--- src/rtl/pe_operand_fetch_pkg.sv ---
// Shared definitions for the PE operand-fetch slice: widths, opcode constants, scoreboard query record.
// The top-level build option PE_OPFETCH_FWD_EN is consumed in pe_operand_fetch.sv.
package pe_operand_fetch_pkg;

  localparam int PE_DATA_WIDTH = 16;
  localparam int PE_RF_DEPTH   = 16;
  localparam int RF_ADDR_W     = 4;
  localparam int PE_OP_W       = 4;

  typedef logic [RF_ADDR_W-1:0] rf_addr_t;

  localparam logic [PE_OP_W-1:0] OP_NOP = 4'h0;
  localparam logic [PE_OP_W-1:0] OP_ADD = 4'h1;
  localparam logic [PE_OP_W-1:0] OP_SUB = 4'h2;
  localparam logic [PE_OP_W-1:0] OP_MUL = 4'h3;
  localparam logic [PE_OP_W-1:0] OP_MAC = 4'h4;

  // Busy state seen by the issue logic for the micro-op currently offered.
  typedef struct packed {
    logic busy_a;
    logic busy_b;
    logic busy_dst;
    logic stray;
  } sb_query_t;

endpackage

--- src/rtl/pe_operand_fetch_scoreboard.sv ---
// Busy scoreboard for the PE register file: one bit per register, set on issue of a
// writing op, cleared on writeback; a simultaneous set and clear of one register leaves it busy.
module pe_scoreboard
  import pe_operand_fetch_pkg::*;
#(
  parameter int RF_DEPTH = PE_RF_DEPTH
) (
  input  logic                clk,
  input  logic                rst_n,
  input  logic                set_en,
  input  rf_addr_t            set_idx,
  input  logic                clr_en,
  input  rf_addr_t            clr_idx,
  input  rf_addr_t            q_a,
  input  rf_addr_t            q_b,
  input  rf_addr_t            q_dst,
  output sb_query_t           query,
  output logic [RF_DEPTH-1:0] busy_mask
);

  logic [RF_DEPTH-1:0] busy_r;
  logic [RF_DEPTH-1:0] set_vec_s;
  logic [RF_DEPTH-1:0] clr_vec_s;
  logic [RF_DEPTH-1:0] busy_nxt_s;

  // Decode set/clear requests into one-hot vectors and form the next busy state.
  always_comb begin
    set_vec_s = '0;
    clr_vec_s = '0;
    for (int i = 0; i < RF_DEPTH; i++) begin
      if (set_en && (set_idx == RF_ADDR_W'(i))) begin
        set_vec_s[i] = 1'b1;
      end else begin
        set_vec_s[i] = 1'b0;
      end
      if (clr_en && (clr_idx == RF_ADDR_W'(i))) begin
        clr_vec_s[i] = 1'b1;
      end else begin
        clr_vec_s[i] = 1'b0;
      end
    end
    busy_nxt_s = (busy_r & ~clr_vec_s) | set_vec_s;
  end

  // Busy vector register.
  always_ff @(posedge clk or negedge rst_n) begin
    if (!rst_n) begin
      busy_r <= '0;
    end else begin
      busy_r <= busy_nxt_s;
    end
  end

  // Queries use the current state only, so a bit being cleared this cycle still reads busy.
  always_comb begin
    query          = '0;
    query.busy_a   = busy_r[q_a];
    query.busy_b   = busy_r[q_b];
    query.busy_dst = busy_r[q_dst];
    query.stray    = clr_en & ~busy_r[clr_idx];
  end

  assign busy_mask = busy_r;

endmodule

--- src/rtl/pe_operand_fetch.sv ---
// PE operand fetch: issues micro-ops against the register file, holds a 1-deep operand bundle
// and drives the writeback port. Define PE_OPFETCH_FWD_EN to bypass in-flight writeback data.
module pe_operand_fetch
  import pe_operand_fetch_pkg::*;
#(
  parameter int DATA_WIDTH = PE_DATA_WIDTH,
  parameter int RF_DEPTH   = PE_RF_DEPTH,
  parameter int OP_W       = PE_OP_W
) (
  input  logic                  clk,
  input  logic                  rst_n,
  input  logic                  instr_valid,
  output logic                  instr_ready,
  input  logic [OP_W-1:0]       instr_op,
  input  logic [RF_ADDR_W-1:0]  instr_src_a,
  input  logic [RF_ADDR_W-1:0]  instr_src_b,
  input  logic [RF_ADDR_W-1:0]  instr_dst,
  input  logic                  instr_wb,
  output logic [RF_ADDR_W-1:0]  rf_raddr_a,
  output logic [RF_ADDR_W-1:0]  rf_raddr_b,
  input  logic [DATA_WIDTH-1:0] rf_rdata_a,
  input  logic [DATA_WIDTH-1:0] rf_rdata_b,
  output logic                  op_valid,
  input  logic                  op_ready,
  output logic [OP_W-1:0]       op_code,
  output logic [DATA_WIDTH-1:0] op_a,
  output logic [DATA_WIDTH-1:0] op_b,
  output logic [RF_ADDR_W-1:0]  op_dst,
  output logic                  op_wb,
  input  logic                  res_valid,
  output logic                  res_ready,
  input  logic [RF_ADDR_W-1:0]  res_dst,
  input  logic [DATA_WIDTH-1:0] res_data,
  output logic                  rf_we,
  output logic [RF_ADDR_W-1:0]  rf_waddr,
  output logic [DATA_WIDTH-1:0] rf_wdata,
  output logic [RF_DEPTH-1:0]   busy_mask,
  output logic                  err_wb_stray
);

`ifdef PE_OPFETCH_FWD_EN
  localparam logic FWD_EN = 1'b1;
`else
  localparam logic FWD_EN = 1'b0;
`endif

  sb_query_t             sb_q_s;
  logic                  fwd_a_s;
  logic                  fwd_b_s;
  logic                  fwd_dst_s;
  logic                  hazard_s;
  logic                  ready_s;
  logic                  accept_s;
  logic [DATA_WIDTH-1:0] opnd_a_s;
  logic [DATA_WIDTH-1:0] opnd_b_s;

  logic                  op_valid_r;
  logic [OP_W-1:0]       op_code_r;
  logic [DATA_WIDTH-1:0] op_a_r;
  logic [DATA_WIDTH-1:0] op_b_r;
  logic [RF_ADDR_W-1:0]  op_dst_r;
  logic                  op_wb_r;
  logic                  err_wb_stray_r;

  pe_scoreboard #(
    .RF_DEPTH(RF_DEPTH)
  ) u_scoreboard (
    .clk      (clk),
    .rst_n    (rst_n),
    .set_en   (accept_s & instr_wb),
    .set_idx  (instr_dst),
    .clr_en   (res_valid),
    .clr_idx  (res_dst),
    .q_a      (instr_src_a),
    .q_b      (instr_src_b),
    .q_dst    (instr_dst),
    .query    (sb_q_s),
    .busy_mask(busy_mask)
  );

  // Hazard detection, optional bypass of the writeback in flight, and operand selection.
  always_comb begin
    fwd_a_s   = FWD_EN & res_valid & (res_dst == instr_src_a);
    fwd_b_s   = FWD_EN & res_valid & (res_dst == instr_src_b);
    fwd_dst_s = FWD_EN & res_valid & (res_dst == instr_dst);
    hazard_s  = (sb_q_s.busy_a & ~fwd_a_s)
              | (sb_q_s.busy_b & ~fwd_b_s)
              | (instr_wb & sb_q_s.busy_dst & ~fwd_dst_s);
    ready_s   = ~hazard_s & (~op_valid_r | op_ready);
    accept_s  = instr_valid & ready_s;
    if (fwd_a_s) begin
      opnd_a_s = res_data;
    end else begin
      opnd_a_s = rf_rdata_a;
    end
    if (fwd_b_s) begin
      opnd_b_s = res_data;
    end else begin
      opnd_b_s = rf_rdata_b;
    end
  end

  // Operand bundle register: load on accept, drop when consumed, hold under backpressure.
  always_ff @(posedge clk or negedge rst_n) begin
    if (!rst_n) begin
      op_valid_r <= 1'b0;
      op_code_r  <= '0;
      op_a_r     <= '0;
      op_b_r     <= '0;
      op_dst_r   <= '0;
      op_wb_r    <= 1'b0;
    end else if (accept_s) begin
      op_valid_r <= 1'b1;
      op_code_r  <= instr_op;
      op_a_r     <= opnd_a_s;
      op_b_r     <= opnd_b_s;
      op_dst_r   <= instr_dst;
      op_wb_r    <= instr_wb;
    end else if (op_ready) begin
      op_valid_r <= 1'b0;
    end else begin
      op_valid_r <= op_valid_r;
    end
  end

  // Sticky flag for a writeback that targets a register nobody marked busy.
  always_ff @(posedge clk or negedge rst_n) begin
    if (!rst_n) begin
      err_wb_stray_r <= 1'b0;
    end else if (sb_q_s.stray) begin
      err_wb_stray_r <= 1'b1;
    end else begin
      err_wb_stray_r <= err_wb_stray_r;
    end
  end

  assign instr_ready  = ready_s;
  assign rf_raddr_a   = instr_src_a;
  assign rf_raddr_b   = instr_src_b;
  assign op_valid     = op_valid_r;
  assign op_code      = op_code_r;
  assign op_a         = op_a_r;
  assign op_b         = op_b_r;
  assign op_dst       = op_dst_r;
  assign op_wb        = op_wb_r;
  assign res_ready    = 1'b1;
  assign rf_we        = res_valid;
  assign rf_waddr     = res_dst;
  assign rf_wdata     = res_data;
  assign err_wb_stray = err_wb_stray_r;

endmodule
--- config.mk ---
export PLATFORM = sky130hd
export DESIGN_NAME = pe_operand_fetch
export DESIGN_NICKNAME = d
export VERILOG_FILES = /design/src/rtl/pe_operand_fetch_pkg.sv /design/src/rtl/pe_operand_fetch_scoreboard.sv /design/src/rtl/pe_operand_fetch.sv
export SDC_FILE = /design/constraint.sdc
export NUM_CORES = 1
export LEC_CHECK = 0
export ABC_AREA = 1
export CORE_MARGIN = 8
export CORE_UTILIZATION = 37
export CTS_CLUSTER_DIAMETER = 80
export CTS_CLUSTER_SIZE = 12
export DETAILED_ROUTE_END_ITERATION = 10
export GPL_ROUTABILITY_DRIVEN = 0
export PLACE_DENSITY_LB_ADDON = 0.3
export SYNTH_ARGS = -nofsm -noshare
export SYNTH_HDL_FRONTEND = slang
export SYNTH_SLANG_ARGS = --single-unit
--- constraint.sdc ---
create_clock -name clk -period 1.8 [get_ports clk]
set_clock_uncertainty 0.2 [all_clocks]
set_input_delay 0.36 -clock clk [delete_from_list [all_inputs] [get_ports clk]]
set_output_delay 0.36 -clock clk [all_outputs]
set_load 0.005 [all_outputs]
==> flow_summary.json, run 1 <==
{
  "status": "finished, violations left",
  "violations": "setup timing",
  "seq_area_frac_synth": 0.428,
  "ios": 164,
  "syn_to_final_growth_pct": 69.8,
  "nets": 736,
  "hold_viol_final": 0,
  "coreArea_um2": 9150,
  "io_buffer_count": 130,
  "critPathArrivalTime_ns": 1.67,
  "first_pass_iters": 5,
  "finalCritPeriodShare": 1.24,
  "ant_nets": 0,
  "pwr-share-seq": 0.362,
  "final_area_um2": 5860,
  "gr-usage-all-layers": 0.201,
  "r2r_end": "u_scoreboard.busy_mask[5]",
  "fmax_mhz": 448,
  "holdPathEnd": "op_dst[0]",
  "cts_buffers": 9,
  "final_common_cell": "nand2_1",
  "cts-root-buf": "clkbuf_8",
  "ys_ff_latch": 59,
  "cp-end-kind": "primary output",
  "intPower_mw": 3.54,
  "grt_max_degree": 60,
  "path_max_fanout": 4,
  "r2r_cells": 13,
  "synthFlopType": "dfrtp_1",
  "place_hpwl_um": 8730,
  "drt_iter0_drc": 308,
  "post-route-min-period_ns": 2.23,
  "cts_tree": "done",
  "num_vias": 3990,
  "place_area_um2": 5070,
  "die_y_um": 113,
  "routedWlPerCell_um": 17.1,
  "grt_pass1_wl_um": 20600,
  "synth_nets": 546,
  "fp.dieArea_um2": 12700,
  "crit_path_start_kind": "flop",
  "r2r_start": "u_scoreboard.busy_mask[2]",
  "layout-drive-gt1-share": 0.246,
  "clock_path_buffers": 2,
  "syn_area_um2": 3450,
  "finalWirelength_um": 13300,
  "htree_levels": 3,
  "min-delay-start": "instr_valid",
  "drc": 0,
  "irDropWorstVdd_uv": 557,
  "syn_inst": 472,
  "cts_sinks": 59,
  "synth.distinct_cells": 24,
  "clockPowerShare": 0.203,
  "p_leak_nw": 3.34,
  "initial_core_util": 0.377,
  "yosys_warnings": 0,
  "pwr-share-comb": 0.435,
  "async_flop_share": 1.00,
  "antenna_found_initial": 0,
  "setup_violations": 60,
  "grt_pass1_vias": 3961,
  "grt_overflow_total": 0,
  "criticalPathCategory": "flop to primary output",
  "final_cell_mix": "163 x nand2_1, 70 x buf_4, 60 x clkdlybuf4s50_1",
  "switching_share": 0.330,
  "p_switching_mw": 1.74,
  "finish.utilization": 0.641,
  "fin_tns_setup_ns": -20.07,
  "slew_violations": 0,
  "die_w_um": 113,
  "r2r_slack_ns": -0.39,
  "critPathRequiredTime_ns": 1.24,
  "timing.final.ws_setup_ns": -0.433,
  "rsz0062_at_grt": "yes",
  "rows": 35,
  "vias_per_cell": 5.13,
  "crit_start": "u_scoreboard.busy_mask[2]",
  "diodes": 0,
  "synth_edf_count": 0,
  "hold_class": "input pin to flop",
  "cellPowerDensity_nw_per_um2": 900,
  "cts.clk_slew.worst_paths_ns": 0.07,
  "max_cap_violations": 0,
  "syn_area_per_cell_um2": 7.32,
  "clock_latency_ns": 0.34,
  "min_path_cells": 3
}
## metal layers
| layer | GRT usage | routed length, µm | up-vias |
|---|---|---|---|
| met5 | 0 | 0 | - |
| met3 | 0.0811 | 1400 | 26 |
| met2 | 0.328 | 6280 | 209 |
| met4 | 0.0647 | 246 | 0 |
| met1 | 0.236 | 5340 | 1875 |
| li1 | - | - | 1880 |
## synth_stat cells (2+ instances only)
cell type,number,share of area
nand3_1,50,0.072
nand4_1,16,0.029
buf_4,32,0.070
buf_6,2,0.0065
a21oi_1,8,0.012
clkbuf_1,4,0.0043
o21ai_0,32,0.046
o211ai_1,5,0.011
nand2_1,171,0.19
nand3_2,10,0.029
buf_2,12,0.017
nor2_1,23,0.025
o22ai_1,4,0.0072
dfrtp_1,59,0.43
inv_1,35,0.038
## power groups by stage
stage,combinational (mW),clock (mW),sequential (mW)
CTS,2.22,1.09,1.90
detailed placement,1.92,0,1.91
floorplan,0.664,0,1.91
global placement,1.90,0,1.89
global route,2.49,1.16,1.94
finish,2.29,1.07,1.91
## worst max path at each step
stage | end | depth (start not counted)
floorplan | instr_ready | 11
global placement | instr_ready | 12
detailed placement | instr_ready | 12
CTS | instr_ready | 11
global route | instr_ready | 11
finish | instr_ready | 8
## registers in the layout (all words and copies together), names as in the netlist
register                cells
err_wb_stray                1
op_a                       16
op_b                       16
op_code                     4
op_dst                      4
op_valid                    1
op_wb                       1
u_scoreboard.busy_mask     16
## layout make-up
class / count / area [µm²]
Fill cell: 759 / 3290
Timing Repair Buffer: 231 / 2400
Multi-Input combinational cell: 325 / 1540
Sequential cell: 59 / 1480
Clock buffer: 11 / 141
Tap cell: 111 / 139
Inverter: 36 / 135
Clock inverter: 5 / 28.8
## per-stage QoR
step	total power, mW	hold slack (ns)	cells	worst slack, ns
after floorplan	2.57	-0.136	472	-0.0193
after global placement	3.79	0.193	728	-1.00
after detailed placement	3.83	0.201	728	-1.03
after CTS	5.21	0.214	764	-0.430
after global routing	5.59	0.232	778	-0.515
final	5.28	0.224	778	-0.433
## worst max-delay path: stages, from the launching register on
cell	delay, ns
dfrtp_1	0.39
inv_2	0.11
a21oi_1	0.08
o21ai_1	0.12
nand3_1	0.14
nand3_2	0.10
nand3_2	0.10
nor2_4	0.15
buf_2	0.13
## logic make-up (layout without fill, tap and decap cells)
group | after synthesis | after routing | synth area share
compound gates | 52 | 52 | 0.0822
buf+inv | 88 | 283 | 0.142
flops | 59 | 59 | 0.428
other cells | 1 | 1 | 0.00109
simple gates | 272 | 272 | 0.347
## timing repair
item / in CTS / in global routing
endpoints found under the setup margin: 90 / 98
hold endpoints to repair: 59 / 0
pin swaps: 8 / 7
resized for setup: 93 / 66
cloned: 8 / 1
hold buffers: 1 / 0
setup buffers: 12 / 14
No activity file was read; power rests on OpenSTA's default activity.
==> inputs of run 2 (changes only) <==
Settings changed: CORE_ASPECT_RATIO from default to 0.7, CORE_MARGIN 8 to 4.
==> run 2 against run 1 <==
Largest cell class unchanged; cell area down 1.6%; sequential share of layout area up 0.39 points; sequential power about the same; combinational power down 6%; worst setup slack better by 0.025 ns; the flow still finishes with violations (setup timing); via count down 2.7%; core utilization down 0.46 points.
==> flow_summary.json, run 2 (synthesis gave the netlist of run 1 again) <==
{
  "drc": 0,
  "drt_iter0_drc": 345,
  "path_max_fanout": 3,
  "finalCritPeriodShare": 1.23,
  "critPathRequiredTime_ns": 1.24,
  "cts_tree": "done",
  "critPathArrivalTime_ns": 1.65,
  "cts.clk_slew.worst_paths_ns": 0.05,
  "fmax_mhz": 453,
  "cts_buffers": 9,
  "die_w_um": 123,
  "crit_path_start_kind": "flop",
  "place_area_um2": 5000,
  "violations": "setup timing",
  "place_hpwl_um": 8230,
  "max_cap_violations": 0,
  "ant_nets": 0,
  "syn_to_final_growth_pct": 67.1,
  "p_leak_nw": 2.94,
  "grt_max_degree": 60,
  "cellPowerDensity_nw_per_um2": 1050,
  "hold_class": "input pin to flop",
  "cts-root-buf": "clkbuf_16",
  "nets": 721,
  "routedWlPerCell_um": 16.3,
  "switching_share": 0.286,
  "clock_latency_ns": 0.33,
  "ios": 164,
  "htree_levels": 3,
  "gr-usage-all-layers": 0.207,
  "grt_pass1_vias": 3596,
  "min_path_cells": 3,
  "rsz0062_at_grt": "yes",
  "diodes": 0,
  "layout-drive-gt1-share": 0.222,
  "coreArea_um2": 9070,
  "finalWirelength_um": 12600,
  "timing.final.ws_setup_ns": -0.408,
  "post-place-ws_ns": -1.06,
  "clock_path_buffers": 2,
  "fillerInstances": 798,
  "vias_per_cell": 5.01,
  "p_switching_mw": 1.73,
  "pwr-share-comb": 0.357,
  "place_inst": 729,
  "status": "finished, violations left",
  "pwr-share-seq": 0.316,
  "initial_core_util": 0.381,
  "num_vias": 3884,
  "fp.dieArea_um2": 11000,
  "cp-end-kind": "primary output",
  "io_buffer_count": 130,
  "final_cell_mix": "169 x nand2_1, 92 x clkdlybuf4s50_1, 61 x buf_4",
  "die_y_um": 88.8,
  "post-route-min-period_ns": 2.21,
  "first_pass_iters": 5,
  "rows": 29,
  "setup_violations": 60,
  "antenna_found_initial": 0,
  "fin_hold_ws_ns": 0.251,
  "criticalPathCategory": "flop to primary output",
  "fin_tns_setup_ns": -18.58,
  "grt_overflow_total": 0,
  "clockPowerShare": 0.328,
  "final_common_cell": "nand2_1",
  "r2r_cells": 15,
  "final_area_um2": 5770,
  "irDropWorstVdd_uv": 550,
  "layoutNonFillerInstCount": 776,
  "cts_sinks": 59,
  "hold_viol_final": 0,
  "intPower_mw": 4.31,
  "grt_pass1_wl_um": 17700,
  "slew_violations": 0
}
-- run 2: critical path, stage by stage, from the launching register on --
cell	delay, ns
dfrtp_1	0.43
inv_2	0.10
nand2_1	0.05
o211ai_1	0.08
nand3_1	0.10
nand3_2	0.09
nand2_1	0.05
inv_1	0.07
nand2_2	0.07
nor2_4	0.16
buf_2	0.14
-- run 2: through the flow --
| stage | power [mW] | util |
|---|---|---|
| after floorplan | 2.57 | - |
| after global placement | 3.73 | 0.551 |
| after detailed placement | 3.76 | 0.551 |
| after CTS | 5.82 | 0.605 |
| after global routing | 6.35 | 0.636 |
| final | 6.03 | 0.636 |
-- run 2: layout make-up --
cell class	count	area [µm²]	area share
repair buffers	216	2130	0.369
multi-input cells	325	1520	0.264
flip-flops and latches	59	1480	0.257
clock buffers	11	243	0.0421
well taps	124	155	0.0269
inverters	36	135	0.0234
clock inverters	5	100	0.0173
-- run 2: path summary, 6_finish.rpt --
| path | from | end | slack, ns |
|---|---|---|---|
| worst max register to register | u_scoreboard.busy_mask[13] | op_a[8] | -0.40 |
| max in group asynchronous | rst_n | u_scoreboard.busy_mask[10] | 0.71 |
| worst max-delay path | u_scoreboard.busy_mask[13] | instr_ready | -0.41 |
| min in group asynchronous | rst_n | op_a[2] | 0.41 |
| worst min-delay path | instr_valid | op_wb | 0.25 |
| worst min register to register | op_dst[1] | op_dst[1] | 0.27 |
-- run 2: per-layer routing --
metal | vias to the layer above | share of wire | GRT usage
met1 | 1861 | 0.47 | 0.288
met4 | 0 | 0.012 | 0.0784
met3 | 18 | 0.059 | 0.0466
met2 | 149 | 0.46 | 0.317
li1 | 1856 | - | -
met5 | - | 0 | 0
-- run 2: power by group through the flow --
stage | Sequential, mW | Combinational (mW) | Clock, mW
2_1_floorplan | 1.91 | 0.664 | 0
3_3_place_gp | 1.89 | 1.83 | 0
3_5_place_dp | 1.90 | 1.86 | 0
4_1_cts | 1.89 | 1.93 | 2.00
5_1_grt | 1.94 | 2.33 | 2.07
6_report | 1.90 | 2.15 | 1.98
-- run 2: repair_timing --
action,CTS,global route
setup buffers,15,7
endpoints found under the setup margin,89,68
cloned,1,10
pin swaps,8,8
hold buffers,1,0
hold endpoints to repair,59,0
gates resized for setup,77,26
==> patch 1 (settings of run 2) <==
Build with the macro `PE_OPFETCH_FWD_EN` defined.
--- a/src/rtl/pe_operand_fetch.sv
+++ b/src/rtl/pe_operand_fetch.sv
@@ -1,4 +1,6 @@
 // PE operand fetch: issues micro-ops against the register file, holds a 1-deep operand bundle
 // and drives the writeback port. Define PE_OPFETCH_FWD_EN to bypass in-flight writeback data.
+`define PE_OPFETCH_FWD_EN
+
 module pe_operand_fetch
   import pe_operand_fetch_pkg::*;
Check against the original RTL: not equivalent (a bounded check fails within 4 cycles, from zero or initial values and one cycle with rst_n low).
==> patch 1 against run 2 <==
Sequential cell count stayed put. The run still ends with negative setup slack left. Setup slack worse by 0.066 ns. Final cell count is 25% higher. Routed wire length is 31% higher. Power is 2.0% higher. Clock power is 15% lower. Final area is 18% higher. Area after synthesis is 15% higher. Critical endpoint is now op_a[8]$_DFFE_PN0P_. Critical path type is now reg -> reg.
==> patch 1: results (changes against run 2) <==
Run status
  • Status: finished, violations left
  • Failing checks: negative setup slack

Logic synthesis
  • Mux contribution to synthesized area: 0% (unchanged)
  • Synth cell count leaders: 205 x nand2_1, 65 x nand3_1, 59 x dfrtp_1, 58 x o21ai_0, 50 x inv_1
  • Post-Syn Instances: 593 (+26%)
  • XOR/XNOR Fraction of Synth Area: 1.10% (+1.1 points)
  • Synth top area cells: dfrtp_1 37%, nand2_1 19%, nand3_1 8.2%
  • Syn nets: 667 (+22%)
  • Post-synthesis sequential area ratio: 37.1% (-5.6 points)
  • Compound-Gate Fraction of Synth Area: 11.5% (+3.3 points)
  • FFs w/ async S/R, synth: 100% (unchanged)
  • Cell variety after synth: 30 (+25%)
  • Synthesis Warnings: 0 (unchanged)
  • Post-Synth Adder-Cell Area: 0% (unchanged)

Critical path
  • Crit path kind: reg -> reg
  • RR Startpoint: u_scoreboard.busy_mask[4]$_DFF_PN0_
  • Crit-path max FO: 8 (+5)
  • R2R depth: 15 (unchanged)
  • Delay-heaviest family, CP: simple AND/OR/NAND/NOR gates
  • R2R Path End: op_a[8]$_DFFE_PN0P_
  • Crit path DAT: 2.28 ns (+0.63 ns)
  • CP max stage cell: dfrtp_1
  • CP max stage delay: 0.43 ns (about the same)

Power and ir drop
  • Leakage power: 3.70 nW (+26%)
  • Switching portion of total power: 32.1% (+3.5 points)
  • Peak VDD IR: 0.633 mV (+15%)

Drt
  • Initial DRC Count: 475 (+38%)
  • TritonRoute pass-1 iters: 5 (unchanged)
  • Via count: 5001 (+29%)
  • WL final: 16500 µm (+31%)

Hold path
  • Worst hold path type: reg -> reg

Clock tree
  • Num CTS Buffers: 9 (unchanged)
  • Clock Path Buffers: 2 (unchanged)
  • CTS Root Cell: clkbuf_16
  • CTS tree: done
  • Clock Latency Late Sink: 0.33 ns (about the same)
  • H-tree levels: 3 (unchanged)
  • CTS clock-pin slew for the worst setup and hold paths: 0.06 ns

GRT
  • Global Route Usage Sum: 24.7% (+4.0 points)
  • Largest net degree at the start of global routing: 60 (unchanged)
  • Vias in the first global route: 4600 (+28%)
  • First-pass GRT wire length: 24500 µm (+39%)
  • Initial antenna violation count: 0 (unchanged)

Finish
  • Antenna Cells: 0 (unchanged)
  • Final non-filler cell total: 967 (+25%)
  • Layout cell share with drive strength beyond 1: 22.3% (+0.036 points)
  • FILL cells: 871 (+9.1%)
  • Nets: 904 (+25%)

Placement
  • Port-buffer cells: 162 (+25%)
  • Placement Cell Area: 6140 µm² (+23%)
  • Placed instance count: 919 (+26%)
  • DP HPWL: 11800 µm (+44%)

STA
  • Final setup fails: 59 (-1.7%)
  • Setup TNS: -23.42 ns (-4.85 ns)
  • Setup ws final: -0.474 ns (-0.0656 ns)
## patch 1: area by class of cell
| type | instances | area (µm²) | area share (%) |
|---|---|---|---|
| timing repair buffer | 291 | 2760 | 40.5 |
| multi-input combinational | 414 | 1920 | 28.1 |
| sequential | 59 | 1480 | 21.7 |
| clock buffer | 9 | 225 | 3.30 |
| inverter | 55 | 211 | 3.10 |
| tap | 132 | 165 | 2.42 |
| clock inverter | 7 | 68.8 | 1.01 |
## patch 1: logic make-up (layout without fill, tap and decap cells)
logic type / after synthesis / in the layout
AND/OR/NAND/NOR: 323 / 323
XOR/XNOR: 5 / 5
flip-flops: 59 / 59
other: 1 / 1
buffers and inverters: 120 / 362
AO/OA/AOI/OAI: 85 / 85
## patch 1: how the worst min path moves through the flow
| stage | from | end | slack [ns] | cells past startpoint |
|---|---|---|---|---|
| final | op_a[2]$_DFFE_PN0P_ | op_a[2]$_DFFE_PN0P_ | 0.27 | 2 |
| after global routing | instr_dst[0] | op_dst[0]$_DFFE_PN0P_ | 0.29 | 4 |
| after CTS | op_a[2]$_DFFE_PN0P_ | op_a[2]$_DFFE_PN0P_ | 0.27 | 2 |
| after detailed placement | rst_n | op_a[4]$_DFFE_PN0P_ | 0.19 | 2 |
| after global placement | rst_n | op_a[4]$_DFFE_PN0P_ | 0.19 | 2 |
| after floorplan | rst_n | err_wb_stray$_DFFE_PN0P_ | -0.14 | 0 |
## patch 1: power groups by stage
stage          Combinational, mW  Clock (mW)  Sequential [mW]
2_1_floorplan              0.814           0             1.93
3_3_place_gp                2.21           0             1.94
3_5_place_dp                2.26           0             1.94
4_1_cts                     2.43        1.71             1.93
5_1_grt                     2.72        1.78             1.99
6_report                    2.51        1.69             1.95
## patch 1: metal layers
| metal | global-route usage, % | share of wire, % |
|---|---|---|
| met2 | 37.5 | 45 |
| met4 | 4.72 | 1.4 |
| met3 | 6.50 | 9.7 |
| met5 | 0 | 0 |
| met1 | 35.7 | 44 |
## patch 1: repair_timing
action | CTS | global route
pin swaps | 5 | 6
endpoints found under the setup margin | 107 | 78
cloned | 4 | 3
gates resized for setup | 107 | 40
hold buffers | 1 | 0
hold endpoints to repair | 59 | 0
buffers inserted | 14 | 12
## patch 1: worst reg2reg max path, delay by kind of cell (launching register included)
family	cells	cell delay, ns
and+or+nand+nor	9	0.73
AOI/OAI and AO/OA	2	0.22
DFF	1	0.43
buffers and inverters	4	0.56
## patch 1: per-stage QoR
step	util (%)	setup WS, ns
4_1_cts	64.1	-0.491
5_1_grt	65.5	-0.605
2_1_floorplan	-	-0.162
6_report	65.5	-0.474
3_5_place_dp	58.9	-1.13
3_3_place_gp	58.9	-1.09
==> patch 2 (settings of run 2) <==
Made on the original files. Put one more register stage on the output `err_wb_stray`, cleared by the reset. The value now appears one clock later. The other outputs are not delayed to match.
--- a/src/rtl/pe_operand_fetch.sv
+++ b/src/rtl/pe_operand_fetch.sv
@@ -148,5 +148,11 @@
   assign rf_waddr     = res_dst;
   assign rf_wdata     = res_data;
-  assign err_wb_stray = err_wb_stray_r;
+  always_ff @(posedge clk or negedge rst_n) begin
+    if (!rst_n) begin
+      err_wb_stray <= '0;
+    end else begin
+      err_wb_stray <= err_wb_stray_r;
+    end
+  end
 
 endmodule
Check against the original RTL: not equivalent (Yosys sat finds a counterexample within 4 cycles, from zero or initial values and one cycle with rst_n low).
==> patch 2 against run 2 <==
The flow still finishes with violations (negative setup slack). Clock power shrank 16%. Power shrank 7.5%. Routed wire length shrank 5.8%. Die area grew 0.40%. Non-clock buffer count shrank 7. Count of clock-buffer cells in the layout grew 2. Core utilization shrank 2.9 points. Sequential cell count grew 1. Combinational power shrank 7%. Setup slack gained 0.0052 ns. Area after synthesis grew 0.43%. Final area shrank 4.2%. Critical endpoint unchanged.
==> patch 2: results (changes against run 2) <==
STA
  • Setup ws final: -0.403 ns (+0.00523 ns)
  • Setup TNS: -18.97 ns (-0.396 ns)
  • Final setup fails: 59 (-1.7%)
  • Worst hold slack: 0.192 ns (-0.0590 ns)

Drt
  • Via count: 3855 (-0.75%)
  • Initial DRC Count: 333 (-3.5%)
  • WL final: 11900 µm (-5.8%)

Run status
  • Failing checks: negative setup slack
  • Status: finished, violations left

Power and ir drop
  • Leakage power: 2.84 nW (-3.3%)
  • Clock group: 1.67 mW (-16%)
  • Total sequential power: 1.92 mW
  • Peak VDD IR: 0.623 mV (+13%)
  • Psw: 1.67 mW (-3.2%)
  • Power, Total: 5.58 mW (-7.5%)

Finish
  • Nets: 715 (-0.83%)
  • FILL cells: 830 (+4.0%)
  • Seq. cell area: 1510 µm² (+1.9%)
  • Layout cell share with drive strength beyond 1: 20.7% (-1.5 points)

Logic synthesis
  • Share of the synthesized area in the top cell type: 43.3% (+0.54 points)
  • Cell variety after synth: 22 (-8.3%)
  • FFs w/ async S/R, synth: 100% (unchanged)
  • Synth cell count leaders: 171 x nand2_1, 60 x dfrtp_1, 50 x nand3_1, 35 x inv_1
  • Syn nets: 547 (+0.18%)
  • Synth top area cells: dfrtp_1 43%, nand2_1 19%, nand3_1 7.2%
  • Post-synthesis sequential area ratio: 43.3% (+0.54 points)
  • Synthesis Warnings: 0 (unchanged)

Clock tree
  • CTS hold repair buffers: 1 (unchanged)
  • Clock Path Buffers: 2 (unchanged)
  • Setup bufs post-CTS: 11 (-4)
  • CTS Root Cell: clkbuf_16
  • Clock Latency Late Sink: around 0.32 ns
  • Post-CTS Resized: 70 (-9.1%)

Floorplan
  • Die span in x: 124 µm (+0.20%)

GRT
  • Global Route Usage Sum: 21.1% (+0.34 points)
  • Vias in the first global route: 3572 (-0.67%)
  • First-pass GRT wire length: 18200 µm (+3.1%)
  • Largest net degree at the start of global routing: 61 (+1.7%)

Critical path
  • R2R depth: 16 (+1)
  • Register-to-register setup slack: -0.37 ns (+0.03 ns)
  • CP max stage cell: dfrtp_1
  • CP max stage delay: 0.39 ns (-0.04 ns)

Placement
  • DP HPWL: 8450 µm (+2.7%)
  • Placement Cell Area: 5050 µm² (+1.2%)

Hold path
  • Hold path cells: 0 (-3)
  • Worst hold path type: reg -> reg
## patch 2: cell count changes in the layout (fill, tap and decap cells not counted), moves of 3 or more
cell           before  now
clkbuf_8            1    4
inv_1              25   28
inv_2              11    8
buf_4              61   65
clkbuf_16          16   10
bufinv_16           3    0
dfrtp_2             5    8
dlygate4sd2_1      20   23
## patch 2: worst paths after layout
kind / startpoint / end
worst max-delay path: u_scoreboard.busy_mask[5]$_DFF_PN0_ / instr_ready
max in group asynchronous: rst_n / u_scoreboard.busy_mask[12]$_DFF_PN0_
worst max register to register: u_scoreboard.busy_mask[5]$_DFF_PN0_ / op_b[4]$_DFFE_PN0P_
worst min-delay path: err_wb_stray_r$_DFFE_PN0P_ / err_wb_stray$_DFF_PN0_
min in group asynchronous: rst_n / op_a[3]$_DFFE_PN0P_
worst min register to register: err_wb_stray_r$_DFFE_PN0P_ / err_wb_stray$_DFF_PN0_
## patch 2: cells by family after synthesis
group,count (synthesis),share of synthesized area (%)
and+or+nand+nor,272,34.5
other,1,0.108
AOI/OAI and AO/OA,52,8.08
DFF,60,43.3
buffers and inverters,88,14.0
## patch 2: routing by layer
metal	track usage, %	share of wire, %
met5	0	0
met4	6.23	2.1
met3	6.14	12
met2	29.7	42
met1	31.1	44
## patch 2: layout make-up
type	count	area share, %
Inverter	36	2.45
Clock buffer	13	5.07
Multi-Input combinational cell	325	27.0
Clock inverter	3	0.340
Sequential cell	60	27.3
Timing Repair Buffer	209	35.0
Tap cell	124	2.81
## patch 2: stage by stage
step                      instances  setup WS, ns
after global routing            770        -0.485
after detailed placement        737        -0.969
final                           770        -0.403
after floorplan                 473       -0.0232
after global placement          737        -0.979
after CTS                       766        -0.412
